--- config.mk ---
export PLATFORM = sky130hd
export DESIGN_NAME = tpx3_fifo_byte_streamer
export DESIGN_NICKNAME = d
export VERILOG_FILES = /design/src/rtl/tpx3_fifo_byte_streamer.sv
export SDC_FILE = /design/constraint.sdc
export NUM_CORES = 1
export LEC_CHECK = 0
export CAP_MARGIN = 5
export CORE_MARGIN = 4
export CORE_UTILIZATION = 53
export DETAILED_ROUTE_END_ITERATION = 7
export PLACE_DENSITY = 0.92
export SYNTH_ARGS = -nofsm -noshare
export SYNTH_HDL_FRONTEND = slang
export SYNTH_SLANG_ARGS = --single-unit
--- constraint.sdc ---
create_clock -name BUS_CLK -period 2.47 [get_ports BUS_CLK]
set_input_delay 0.3705 -clock BUS_CLK [delete_from_list [all_inputs] [get_ports BUS_CLK]]
set_output_delay 0.3705 -clock BUS_CLK [all_outputs]
set_load 0.03 [all_outputs]
--- src/rtl/tpx3_fifo_byte_streamer.sv ---
// Serialises 32-bit first-word-fall-through FIFO words into an 8-bit valid/ready
// byte stream at one byte per cycle, with a word counter and sticky stall flag.
module tpx3_fifo_byte_streamer #(
    parameter int LSB_FIRST    = 1,
    parameter int CNT_WIDTH    = 32,
    parameter int STALL_CYCLES = 1024
) (
    input  logic                 BUS_CLK,
    input  logic                 BUS_RST,
    input  logic                 ENABLE,
    input  logic                 CLR_CNT,
    input  logic                 FIFO_EMPTY,
    input  logic [31:0]          FIFO_DATA,
    output logic                 FIFO_READ,
    output logic [7:0]           TX_DATA,
    output logic                 TX_VALID,
    input  logic                 TX_READY,
    output logic [CNT_WIDTH-1:0] WORD_CNT,
    output logic                 STALL
);

    typedef enum logic {
        ST_IDLE = 1'b0,
        ST_SEND = 1'b1
    } state_t;

    localparam logic [15:0]          STALL_LIM = 16'(STALL_CYCLES);
    localparam logic [CNT_WIDTH-1:0] CNT_ONE   = CNT_WIDTH'(1);

    state_t               state_q, state_d;
    logic [1:0]           bidx_q, bidx_d;
    logic [31:0]          wreg_q, wreg_d;
    logic [7:0]           tx_data_q, tx_data_d;
    logic [CNT_WIDTH-1:0] word_cnt_q, word_cnt_d;
    logic [15:0]          stall_cnt_q, stall_cnt_d;
    logic                 stall_q, stall_d;

    logic                 busy_s;
    logic                 xfer_s;
    logic                 last_s;
    logic                 fifo_read_s;

    // Transmission order maps the stream index onto a physical byte lane.
    function automatic logic [7:0] sel_byte(input logic [31:0] word, input logic [1:0] idx);
        logic [1:0] lane;
        logic [7:0] result;
        lane = (LSB_FIRST != 0) ? idx : (2'd3 - idx);
        case (lane)
            2'd0:    result = word[7:0];
            2'd1:    result = word[15:8];
            2'd2:    result = word[23:16];
            2'd3:    result = word[31:24];
            default: result = 8'h00;
        endcase
        return result;
    endfunction

    // Handshake decode and pop strobe; a pop on the last byte keeps the stream gap-free.
    always_comb begin
        busy_s      = (state_q == ST_SEND);
        xfer_s      = busy_s & TX_READY;
        last_s      = xfer_s & (bidx_q == 2'd3);
        fifo_read_s = BUS_RST & ENABLE & ~FIFO_EMPTY & (~busy_s | last_s);
    end

    // Next-state for the word register, byte index, output byte and send state.
    always_comb begin
        state_d   = state_q;
        bidx_d    = bidx_q;
        wreg_d    = wreg_q;
        tx_data_d = tx_data_q;
        if (fifo_read_s) begin
            state_d   = ST_SEND;
            bidx_d    = 2'd0;
            wreg_d    = FIFO_DATA;
            tx_data_d = sel_byte(FIFO_DATA, 2'd0);
        end else if (last_s) begin
            state_d = ST_IDLE;
            bidx_d  = 2'd0;
        end else if (xfer_s) begin
            bidx_d    = bidx_q + 2'd1;
            tx_data_d = sel_byte(wreg_q, bidx_q + 2'd1);
        end else begin
            state_d = state_q;
        end
    end

    // Word counter: clear has priority over a coincident completed word.
    always_comb begin
        word_cnt_d = word_cnt_q;
        if (CLR_CNT) begin
            word_cnt_d = '0;
        end else if (last_s) begin
            word_cnt_d = word_cnt_q + CNT_ONE;
        end else begin
            word_cnt_d = word_cnt_q;
        end
    end

    // Stall monitor: flag fires on reaching the limit, so a clear is not re-set while saturated.
    always_comb begin
        stall_cnt_d = stall_cnt_q;
        stall_d     = stall_q;
        if (!busy_s || xfer_s) begin
            stall_cnt_d = 16'd0;
        end else if (stall_cnt_q < STALL_LIM) begin
            stall_cnt_d = stall_cnt_q + 16'd1;
        end else begin
            stall_cnt_d = stall_cnt_q;
        end
        if (CLR_CNT) begin
            stall_d = 1'b0;
        end else if ((stall_cnt_d == STALL_LIM) && (stall_cnt_q != STALL_LIM)) begin
            stall_d = 1'b1;
        end else begin
            stall_d = stall_q;
        end
    end

    // State registers with asynchronous active-low reset.
    always_ff @(posedge BUS_CLK or negedge BUS_RST) begin
        if (!BUS_RST) begin
            state_q     <= ST_IDLE;
            bidx_q      <= 2'd0;
            wreg_q      <= 32'h0000_0000;
            tx_data_q   <= 8'h00;
            word_cnt_q  <= '0;
            stall_cnt_q <= 16'd0;
            stall_q     <= 1'b0;
        end else begin
            state_q     <= state_d;
            bidx_q      <= bidx_d;
            wreg_q      <= wreg_d;
            tx_data_q   <= tx_data_d;
            word_cnt_q  <= word_cnt_d;
            stall_cnt_q <= stall_cnt_d;
            stall_q     <= stall_d;
        end
    end

    assign FIFO_READ = fifo_read_s;
    assign TX_DATA   = tx_data_q;
    assign TX_VALID  = (state_q == ST_SEND);
    assign WORD_CNT  = word_cnt_q;
    assign STALL     = stall_q;

endmodule

* Word level (Yosys, flattened, before mapping)
Index checks and enable logic that the tools add are counted.
Storage, ports and cells: register bits after elaboration 92, logic and storage cells 51
Operators by class: add/subtract/negate cells 3, order comparisons 1, equality and inequality tests 7, mux-type cells 15, bitwise logic cells 8, reduce and logical (&&, ||, !) cells 10
Operators by type and width (count):
- $mux W32 | 2
- $add A32 B1 Y32 const B | 1
- $mux W16 | 2
- $pmux W8 S4 | 1
- $mux W8 | 3
- $add A16 B1 Y16 const B | 1
- $eq A16 B11 Y1 const B | 1
- $lt A16 B11 Y1 const B | 1
- $ne A16 B11 Y1 const B | 1
- $reduce_bool A2 Y1 | 4
- $eq A2 B2 Y1 const B | 3
- $mux W2 | 3
- $and A1 B1 Y1 | 5
- $mux W1 | 4
- $reduce_bool A3 Y1 | 1
- $add A2 B1 Y2 const B | 1
- $eq A2 B1 Y1 const B | 1
- $logic_not A2 Y1 | 1
- $ne A2 B2 Y1 const B | 1
- $not A1 Y1 | 2
- $reduce_and A2 Y1 | 1
- $logic_and A1 B1 Y1 | 1
- $logic_not A1 Y1 | 1
- $logic_or A1 B1 Y1 | 1
- $or A1 B1 Y1 | 1

* Logic depth before layout (Yosys ltp)
Gate-level depths: netlist of the first run.
depth in word-level cells 7, mapped depth 8

* Worst setup path after synthesis of the first run
OpenSTA, ideal clock, no wires.
path kind register to register, start point register word_cnt_q[0], in the netlist WORD_CNT[0], end point register word_cnt_q[28], in the netlist WORD_CNT[28], setup time 78 ps, data arrival time 1972 ps, data required time 2392 ps, setup slack 421 ps, cell stages (with the launch flop) 6, buffers on the path 0, path through dfrtp_1 > ha_1 > nor3b_4 > nand4_4 > or4_1 > a21oi_1
On the way: cells in the longest elaborated chain, start to end 3
Ends and longest elaborated chain:
- start, declared | line 34 | logic [CNT_WIDTH-1:0] word_cnt_q, word_cnt_d;
- start signal, assigned | line 135 | word_cnt_q <= word_cnt_d;
- $add A32 B1 Y32 | line 94 | word_cnt_d = word_cnt_q + CNT_ONE;
- $mux W32 | line 93 | end else if (last_s) begin
- $mux W32 | line 91 | if (CLR_CNT) begin
Every way passes these cells. The select of a mux whose other input is x is not followed. A chain may end at the register's enable or synchronous reset.

* Final worst setup path of the first run
start point register state_q, in the netlist TX_VALID, end point output port FIFO_READ
On the way: cells in the longest elaborated chain, start to end 4, elaborated cells on any way between the ends 5
Ends and longest elaborated chain:
- start, declared | line 30 | state_t state_q, state_d;
- start signal, assigned | line 131 | state_q <= state_d;
- $and A1 B1 Y1 | line 61 | xfer_s = busy_s & TX_READY;
- $and A1 B1 Y1 | line 62 | last_s = xfer_s & (bidx_q == 2'd3);
- $or A1 B1 Y1 * | line 63 | fifo_read_s = BUS_RST & ENABLE & ~FIFO_EMPTY & (~busy_s | last_s);
- $and A1 B1 Y1 * | line 63
- end, declared | line 14 | output logic FIFO_READ,
Every way passes the cells marked *; elsewhere a longest branch is shown, timed or not.

==> run metrics, run 1 <==
Setup crit start kind flip-flop; ranking of synthesized cells by area dfrtp_1 51%, mux2_2 8.2%, xor2_1 4.5%, nand2_1 3.2%, nor2_1 3.0%; vias per cell 5.85; die width 100 µm; Tmin final 2.30 ns; Critical Path Fanout Max 41; outcome finished clean; post-synthesis register bit count 92; Crit. End Element output pin; Antenna Nets Post-Route 0; EDFF count, synth 0; Final WS setup 0.166 ns; row cnt 33; Post-Syn Nets 462; first-pass GRT wire length 16800 µm; syn_area_per_cell 10.8 µm²; crit share post-route 0.933; drt initial violations 171; critical path depth in cells 4; Die ar. 10000 µm²; clk root buf clkbuf_8; CP required 2.10 ns; Reg2Reg Depth 6; Max H-tree Level 3; Seq/Total Area, Yosys 0.511; area delta synth->final 24.9%; DP HPWL 7490 µm; post-synth cell types 50; Pleak 2.35 nW; TritonCTS Buffers 9; synth warn 0; detailed-route via count 3546; largest net degree at the start of global routing 63; worst hold slack 0.0530 ns; CP arrival 1.93 ns; unrepaired setup endpoints after global routing no; commonest non-fill, non-tap cell in the layout dfrtp_1; final number of setup-violating endpoints 0; port bufs 80; post-CTS sizing 0; worst setup path end FIFO_READ; final setup TNS 0 ns; Max Fclk 434 MHz; diode count 0; Congestion Overflow GR 0; R2R Path End STALL; sinks on the clock net 92; relative slew slack 0.483; Finished Layout Cells 606; CP max stage delay 0.66 ns; Initial Util 0.546; total wire length 10300 µm; Max-Cap Viols 0; gpl congestion 0.862; Placeable Area 8260 µm²; crit path launch TX_VALID; number of antenna violations at the first check in global routing 0; Final nets 542; I/O pins 81; CTS max path bufs 2; routed len/inst 17.0 µm; CP top delay family flip-flops; Inst Count DP 591; DR DRC count 0; reg-to-reg startpoint stall_cnt_q[1]; Die Ht 100 µm; Worst-path clk slew 0.10 ns; Place WS 0.0897 ns; WP buf/inv 2; fraction of layout cells with a size suffix above 1 0.154; Post-Syn Area 4510 µm²; CP cell instances nand3_2, a21boi_4, buf_12, buf_4; Worst Tran Pin Value 0.776 ns; router iterations before antenna repair 5; flop2flop setup slack 0.33 ns; top cell type's share of synthesized area 0.511; Max Slew Vio Count 0; worst IR drop on VDD 562 µV; cell count after synthesis 417; hold buffers post-CTS 0; vias in the first global route 3493; later-pin clock latency in the skew report 0.37 ns; GRT Total Usage 0.209; TritonCTS clock tree built; Hold Fails Final Rpt 0; post-CTS setup buffer count 0; power per cell area 789 nW/µm²; min-delay worst type in2async; Final Skew 0.0104 ns; Yosys top cell by area dfrtp_1; Max stage delay cell, worst path dfrtp_1; Synth Flop Type dfrtp_1; Crit Path Category reg2out; leading cell types in the layout, fill and taps excluded 92 x dfrtp_1, 78 x clkdlybuf4s50_1, 39 x nand2_1, 36 x nor2_1, 33 x mux2_2; Post-synth ARST share 1.00
==> synth_stat cells (8+ instances only) <==
cell      instances
mux2i_1           8
a21oi_1          12
xor2_1           23
nand2_1          39
o21ai_0          25
clkbuf_1         12
nor2_1           36
nand4_1          14
dfrtp_1          92
a222oi_1          8
nand3_1          18
mux2_2           33
==> cell type report <==
cell class / count / area, µm²
inverters: 7 / 26.3
repair buffers: 89 / 876
fillers: 597 / 2630
multi-input cells: 298 / 2100
clock buffers: 9 / 124
clock inverters: 6 / 71.3
well taps: 105 / 131
flip-flops and latches: 92 / 2300
==> through the flow <==
stage | area, µm² | utilization | power (mW)
global placement | 5430 | 0.657 | 3.33
finish | 5630 | 0.682 | 4.44
global route | 5630 | 0.682 | 4.67
detailed placement | 5430 | 0.657 | 3.42
floorplan | 4510 | - | 2.95
CTS | 5620 | 0.681 | 4.45
==> sequential cells by signal, indices dropped and copies added, names as in the netlist <==
register,flops
STALL,1
WORD_CNT,32
TX_DATA,8
stall_cnt_q,16
bidx_q,2
wreg_q,32
TX_VALID,1
==> where the power goes <==
group | internal (mW) | switching [mW] | total (mW)
Clock | 0.473 | 0.554 | 1.03
Combinational | 0.631 | 0.669 | 1.30
Sequential | 1.86 | 0.257 | 2.12
==> logic make-up (layout without fill, tap and decap cells) <==
family,after synthesis,after routing,synth area share
AND/OR/NAND/NOR,158,158,0.191
flip-flops,92,92,0.511
AO/OA/AOI/OAI,62,62,0.0930
multiplexers,41,41,0.100
XOR/XNOR,30,30,0.0583
buffers and inverters,27,111,0.0275
adder cells (fa/ha/maj),7,7,0.0194
==> metal layers <==
metal  share of wire  track usage  wire length (µm)
met5               0            0                 0
met4           0.021       0.0684               212
met3           0.069       0.0424               714
met2            0.50        0.352              5100
met1            0.41        0.271              4250
==> worst min-delay path by stage <==
stage               cells after the start    start  slack [ns]      endpoint
floorplan                               0  BUS_RST        0.07         STALL
finish                                  2  BUS_RST        0.05  WORD_CNT[12]
global route                            2  BUS_RST        0.07  WORD_CNT[18]
detailed placement                      2  BUS_RST        0.45  WORD_CNT[23]
global placement                        2  BUS_RST        0.45  WORD_CNT[25]
CTS                                     2  BUS_RST        0.05  WORD_CNT[18]
No activity file was read; power rests on OpenSTA's default activity.
==> run 2, diff against run 1 <==
--- a/config.mk
+++ b/config.mk
@@ -6,7 +6,6 @@
 export NUM_CORES = 1
 export LEC_CHECK = 0
 export CAP_MARGIN = 5
-export CORE_MARGIN = 4
 export CORE_UTILIZATION = 53
 export DETAILED_ROUTE_END_ITERATION = 7
 export PLACE_DENSITY = 0.92
==> run 2 against run 1 <==
Net effect:
- wire length shrank 2.3%
- die area down 12%
- final area increased by 0.47%
- via count rose by 2.2%
- clock skew up 0.0034 ns
- largest cell class unchanged
- largest power group unchanged
- highest routed layer unchanged
==> run metrics, run 2 (synthesis results as in run 1) <==
hold buffers post-CTS 0 (unchanged); Hold Fails Final Rpt 0 (unchanged); CP required 2.10 ns (about the same); I/O pins 81 (unchanged); final number of setup-violating endpoints 0 (unchanged); routed len/inst 16.5 µm (was 17.0 µm); Max H-tree Level 3 (unchanged); Worst-path clk slew 0.10 ns (about the same); Initial Util 0.549 (was 0.546); TritonCTS clock tree built (unchanged); Setup crit start kind flip-flop (unchanged); unrepaired setup endpoints after global routing no (unchanged); Worst Tran Pin Value 0.713 ns (was 0.776 ns); total power 4.41 mW (was 4.44 mW); total wire length 10000 µm (was 10300 µm); final setup TNS 0 ns (unchanged); wl on met1 4120 µm (was 4250 µm); crit share post-route 0.934 (was 0.933); area delta synth->final 25.5% (was 24.9%); DR top layer met4 (unchanged); Die Ht 94.2 µm (was 100 µm); relative slew slack 0.524 (was 0.483); Antenna Nets Post-Route 0 (unchanged); die width 94.2 µm (was 100 µm); Inst Count DP 594 (was 591); largest net degree at the start of global routing 58 (was 63); port bufs 80 (unchanged); post-CTS sizing 0 (unchanged); Max Slew Vio Count 0 (unchanged); Finished Layout Cells 610 (was 606); first-pass GRT wire length 16600 µm (was 16800 µm); leading cell types in the layout, fill and taps excluded 92 x dfrtp_1, 78 x clkdlybuf4s50_1, 39 x nand2_1, 36 x nor2_1, 33 x mux2_2 (unchanged); number of antenna violations at the first check in global routing 0 (unchanged); power per cell area 780 nW/µm² (was 789 nW/µm²); min-delay worst type in2async (unchanged); CTS max path bufs 2 (unchanged); sinks on the clock net 92 (unchanged); Final Skew 0.0138 ns (was 0.0104 ns); GRT Total Usage 0.244 (was 0.209); Congestion Overflow GR 0 (unchanged); Critical Path Fanout Max 15 (was 41); WL met3 655 µm (was 714 µm); router iterations before antenna repair 6 (was 5); reg-to-reg startpoint stall_cnt_q[1] (unchanged); TritonCTS Buffers 9 (unchanged); Crit. End Element output pin (unchanged); detailed-route via count 3623 (was 3546); Placeable Area 8220 µm² (was 8260 µm²); Final nets 545 (was 542); worst IR drop on VDD 552 µV (was 562 µV); Tmin final 2.31 ns (was 2.30 ns); outcome finished clean (unchanged); DR WL met2 5040 µm (was 5100 µm); DR DRC count 0 (unchanged); diode count 0 (unchanged); fraction of layout cells with a size suffix above 1 0.158 (was 0.154); DP HPWL 7460 µm (was 7490 µm); CP arrival 1.94 ns (was 1.93 ns); post-CTS setup buffer count 0 (unchanged); vias per cell 5.94 (was 5.85); vias in the first global route 3509 (was 3493); later-pin clock latency in the skew report 0.36 ns (was 0.37 ns); Pleak 2.37 nW (was 2.35 nW); Max Fclk 433 MHz (was 434 MHz); Crit Path Category reg2out (unchanged); gpl congestion 0.899 (was 0.862); crit path launch TX_VALID (unchanged); commonest non-fill, non-tap cell in the layout dfrtp_1 (unchanged); row cnt 33 (unchanged); clk root buf clkbuf_8 (unchanged); Die ar. 8880 µm² (was 10000 µm²); flop2flop setup slack 0.28 ns (was 0.33 ns); Max-Cap Viols 0 (unchanged); drt initial violations 241 (was 171)
==> run 2: path summary, 6_finish.rpt <==
kind | to | cells past startpoint
setup / recovery | FIFO_READ | 4
hold / removal | wreg_q[10] | 2
setup reg to reg | STALL | 6
hold reg to reg | TX_DATA[1] | 2
max in group asynchronous | WORD_CNT[31] | 3
min in group BUS_CLK | TX_DATA[1] | 2
==> run 2: area by class of cell <==
| type | count | area, µm² |
|---|---|---|
| Sequential cell | 92 | 2300 |
| Timing Repair Buffer | 92 | 911 |
| Multi-Input combinational cell | 298 | 2090 |
| Clock inverter | 6 | 53.8 |
| Inverter | 7 | 26.3 |
| Tap cell | 105 | 131 |
| Clock buffer | 10 | 138 |
| Fill cell | 593 | 2560 |
==> run 2: critical path: stages, from the launching register on <==
cell	delay, ns
dfrtp_1	0.63
nand3_1	0.30
a21boi_4	0.30
buf_12	0.18
buf_4	0.17
==> run 2: where the power goes <==
| part | internal, mW | leakage (nW) | switching (mW) |
|---|---|---|---|
| Combinational | 0.634 | 1.06 | 0.688 |
| Sequential | 1.86 | 1.21 | 0.255 |
| Clock | 0.411 | 0.0954 | 0.562 |
==> run 2: routing by layer <==
| metal | track usage | vias up |
|---|---|---|
| met5 | 0 | - |
| met4 | 0.101 | 0 |
| met3 | 0.0405 | 18 |
| met2 | 0.409 | 168 |
| met1 | 0.311 | 1770 |
| li1 | - | 1667 |
==> run 2: per-stage QoR <==
step,util,setup WS (ns),hold WS [ns],instance area (µm²)
global route,0.688,0.0584,0.0991,5660
detailed placement,0.665,0.0859,0.478,5460
global placement,0.665,0.160,0.468,5460
floorplan,-,0.421,0.0749,4510
CTS,0.688,0.162,0.0793,5660
finish,0.688,0.162,0.0800,5660
==> run 3, diff against run 2 <==
--- a/config.mk
+++ b/config.mk
@@ -9,6 +9,7 @@
 export CORE_UTILIZATION = 53
 export DETAILED_ROUTE_END_ITERATION = 7
 export PLACE_DENSITY = 0.92
+export REMOVE_ABC_BUFFERS = 1
 export SYNTH_ARGS = -nofsm -noshare
 export SYNTH_HDL_FRONTEND = slang
 export SYNTH_SLANG_ARGS = --single-unit
==> run 3 against run 2 <==
Net effect:
- global-route usage rose by 0.61 points
- critical endpoint unchanged
- register-to-register slack worse by 0.09 ns
- first-iteration DRC count is 38% higher
- combinational power hardly changed
- critical path depth up 1
- wire length is 2.1% higher
- cell count rose by 0.16%
==> run metrics, run 3 (synthesis results as in run 1) <==
CP required 2.10 ns (about the same); number of antenna violations at the first check in global routing 0 (unchanged); Placeable Area 8220 µm² (unchanged); router iterations before antenna repair 5 (was 6); row cnt 33 (unchanged); Max stage delay cell, worst path clkdlybuf4s50_1 (was dfrtp_1); post-CTS sizing 0 (unchanged); sw frac 0.338 (was 0.341); TritonCTS clock tree built (unchanged); I/O pins 81 (unchanged); clk root buf clkbuf_8 (unchanged); drt initial violations 333 (was 241); final number of setup-violating endpoints 0 (unchanged); Final Instance Area 5630 µm² (was 5660 µm²); vias in the first global route 3638 (was 3509); Final nets 546 (was 545); DR DRC count 0 (unchanged); largest net degree at the start of global routing 48 (was 58); area delta synth->final 25.0% (was 25.5%); Initial Util 0.549 (unchanged); Worst Tran Pin Value 0.577 ns (was 0.713 ns); fraction of layout cells with a size suffix above 1 0.160 (was 0.158); Final Skew 0.0142 ns (was 0.0138 ns); Max Slew Vio Count 0 (unchanged); flop2flop setup slack 0.19 ns (was 0.28 ns); Critical Path Fanout Max 31 (was 15); later-pin clock latency in the skew report 0.35 ns (was 0.36 ns); sinks on the clock net 92 (unchanged); Tmin final 2.32 ns (was 2.31 ns); Max-Cap Viols 0 (unchanged); Clk pwr share 0.210 (was 0.221); unrepaired setup endpoints after global routing no (unchanged); gpl congestion 0.877 (was 0.899); crit share post-route 0.938 (was 0.934); routed len/inst 16.8 µm (was 16.5 µm); combinational power share 0.308 (was 0.300); min-delay worst type in2async (unchanged); CTS max path bufs 2 (unchanged); final setup TNS 0 ns (unchanged); TritonCTS Buffers 9 (unchanged); Inst Count DP 595 (was 594); GRT Total Usage 0.250 (was 0.244); fill count 609 (was 593); leading cell types in the layout, fill and taps excluded 92 x dfrtp_1, 78 x clkdlybuf4s50_1, 39 x nand2_1, 36 x nor2_1, 33 x mux2_2 (unchanged); total wire length 10300 µm (was 10000 µm); port bufs 80 (unchanged); power per cell area 772 nW/µm² (was 780 nW/µm²); commonest non-fill, non-tap cell in the layout dfrtp_1 (unchanged); die width 94.2 µm (unchanged); Antenna Nets Post-Route 0 (unchanged); Finished Layout Cells 611 (was 610); first-pass GRT wire length 17000 µm (was 16600 µm); vias per cell 5.93 (was 5.94); CP max stage delay 0.64 ns (was 0.63 ns); Die Ht 94.2 µm (unchanged); diode count 0 (unchanged); hold buffers post-CTS 0 (unchanged); total power 4.35 mW (was 4.41 mW); reg-to-reg startpoint stall_cnt_q[10] (was stall_cnt_q[1]); P_int 2.88 mW (was 2.90 mW); crit path launch TX_READY (was TX_VALID); worst IR drop on VDD 661 µV (was 552 µV); outcome finished clean (unchanged); CP arrival 1.95 ns (was 1.94 ns); detailed-route via count 3626 (was 3623); Hold Fails Final Rpt 0 (unchanged); sequential group share of total power 0.481 (was 0.479); Crit. End Element output pin (unchanged); Crit Path Category in2out (was reg2out); Congestion Overflow GR 0 (unchanged); placed inst area 5460 µm² (about the same); NetSw 1.47 mW (was 1.51 mW); Die ar. 8880 µm² (unchanged); DP HPWL 7470 µm (was 7460 µm); Max Fclk 432 MHz (was 433 MHz); Max H-tree Level 3 (unchanged); Setup crit start kind input pin (was flip-flop); worst hold slack 0.144 ns (was 0.0800 ns); Worst-path clk slew 0.10 ns (about the same); relative slew slack 0.615 (was 0.524); CP cell instances clkdlybuf4s50_1, nand3_1, a21boi_4, buf_12, buf_4 (was nand3_1, a21boi_4, buf_12, buf_4); Pleak 2.36 nW (was 2.37 nW); post-CTS setup buffer count 0 (unchanged)
-- run 3: cell types whose count changed in the layout (fill, tap and decap cells not counted) --
cell | before | now
inv_8 | 1 | 0
buf_12 | 2 | 1
buf_4 | 12 | 14
clkbuf_8 | 10 | 9
inv_6 | 2 | 1
clkinv_2 | 0 | 2
clkinvlp_4 | 1 | 2
-- run 3: final timing paths --
check,end,depth (start not counted)
max in group asynchronous,WORD_CNT[22],3
worst max-delay path,FIFO_READ,5
worst min register to register,TX_DATA[4],2
worst min-delay path,WORD_CNT[26],2
worst max register to register,STALL,5
min in group BUS_CLK,TX_DATA[4],2
-- run 3: stage by stage --
stage	utilization	setup WS (ns)
final	0.686	0.153
after global routing	0.686	0.0474
after CTS	0.686	0.148
after detailed placement	0.664	0.0787
after global placement	0.664	0.142
after floorplan	-	-1.71
-- run 3: cell type report --
cell class	instances	area, µm²	area share
Sequential cell	92	2300	0.409
Multi-Input combinational cell	298	2090	0.372
Timing Repair Buffer	93	906	0.161
Tap cell	105	131	0.0233
Clock buffer	9	124	0.0220
Clock inverter	7	51.3	0.00911
Inverter	7	26.3	0.00466
-- run 3: worst max-delay path: cells and delay by family --
kind                   cells  cell delay, ns
and+or+nand+nor            1            0.26
AOI/OAI and AO/OA          1            0.25
buffers and inverters      3            1.06
-- run 3: layer usage --
metal | share of wire | vias to the layer above | GRT usage
met5 | 0 | - | 0
met4 | 0.011 | 0 | 0.0987
met3 | 0.074 | 11 | 0.0316
met2 | 0.53 | 167 | 0.440
met1 | 0.39 | 1783 | 0.311
li1 | - | 1665 | -
-- run 3: power groups by stage --
stage | Combinational, mW | Clock (mW) | Sequential (mW)
final | 1.34 | 0.915 | 2.09
after global routing | 1.48 | 0.985 | 2.13
after CTS | 1.35 | 0.928 | 2.09
after detailed placement | 1.35 | 0 | 2.11
after global placement | 1.28 | 0 | 2.08
after floorplan | 0.746 | 0 | 2.17
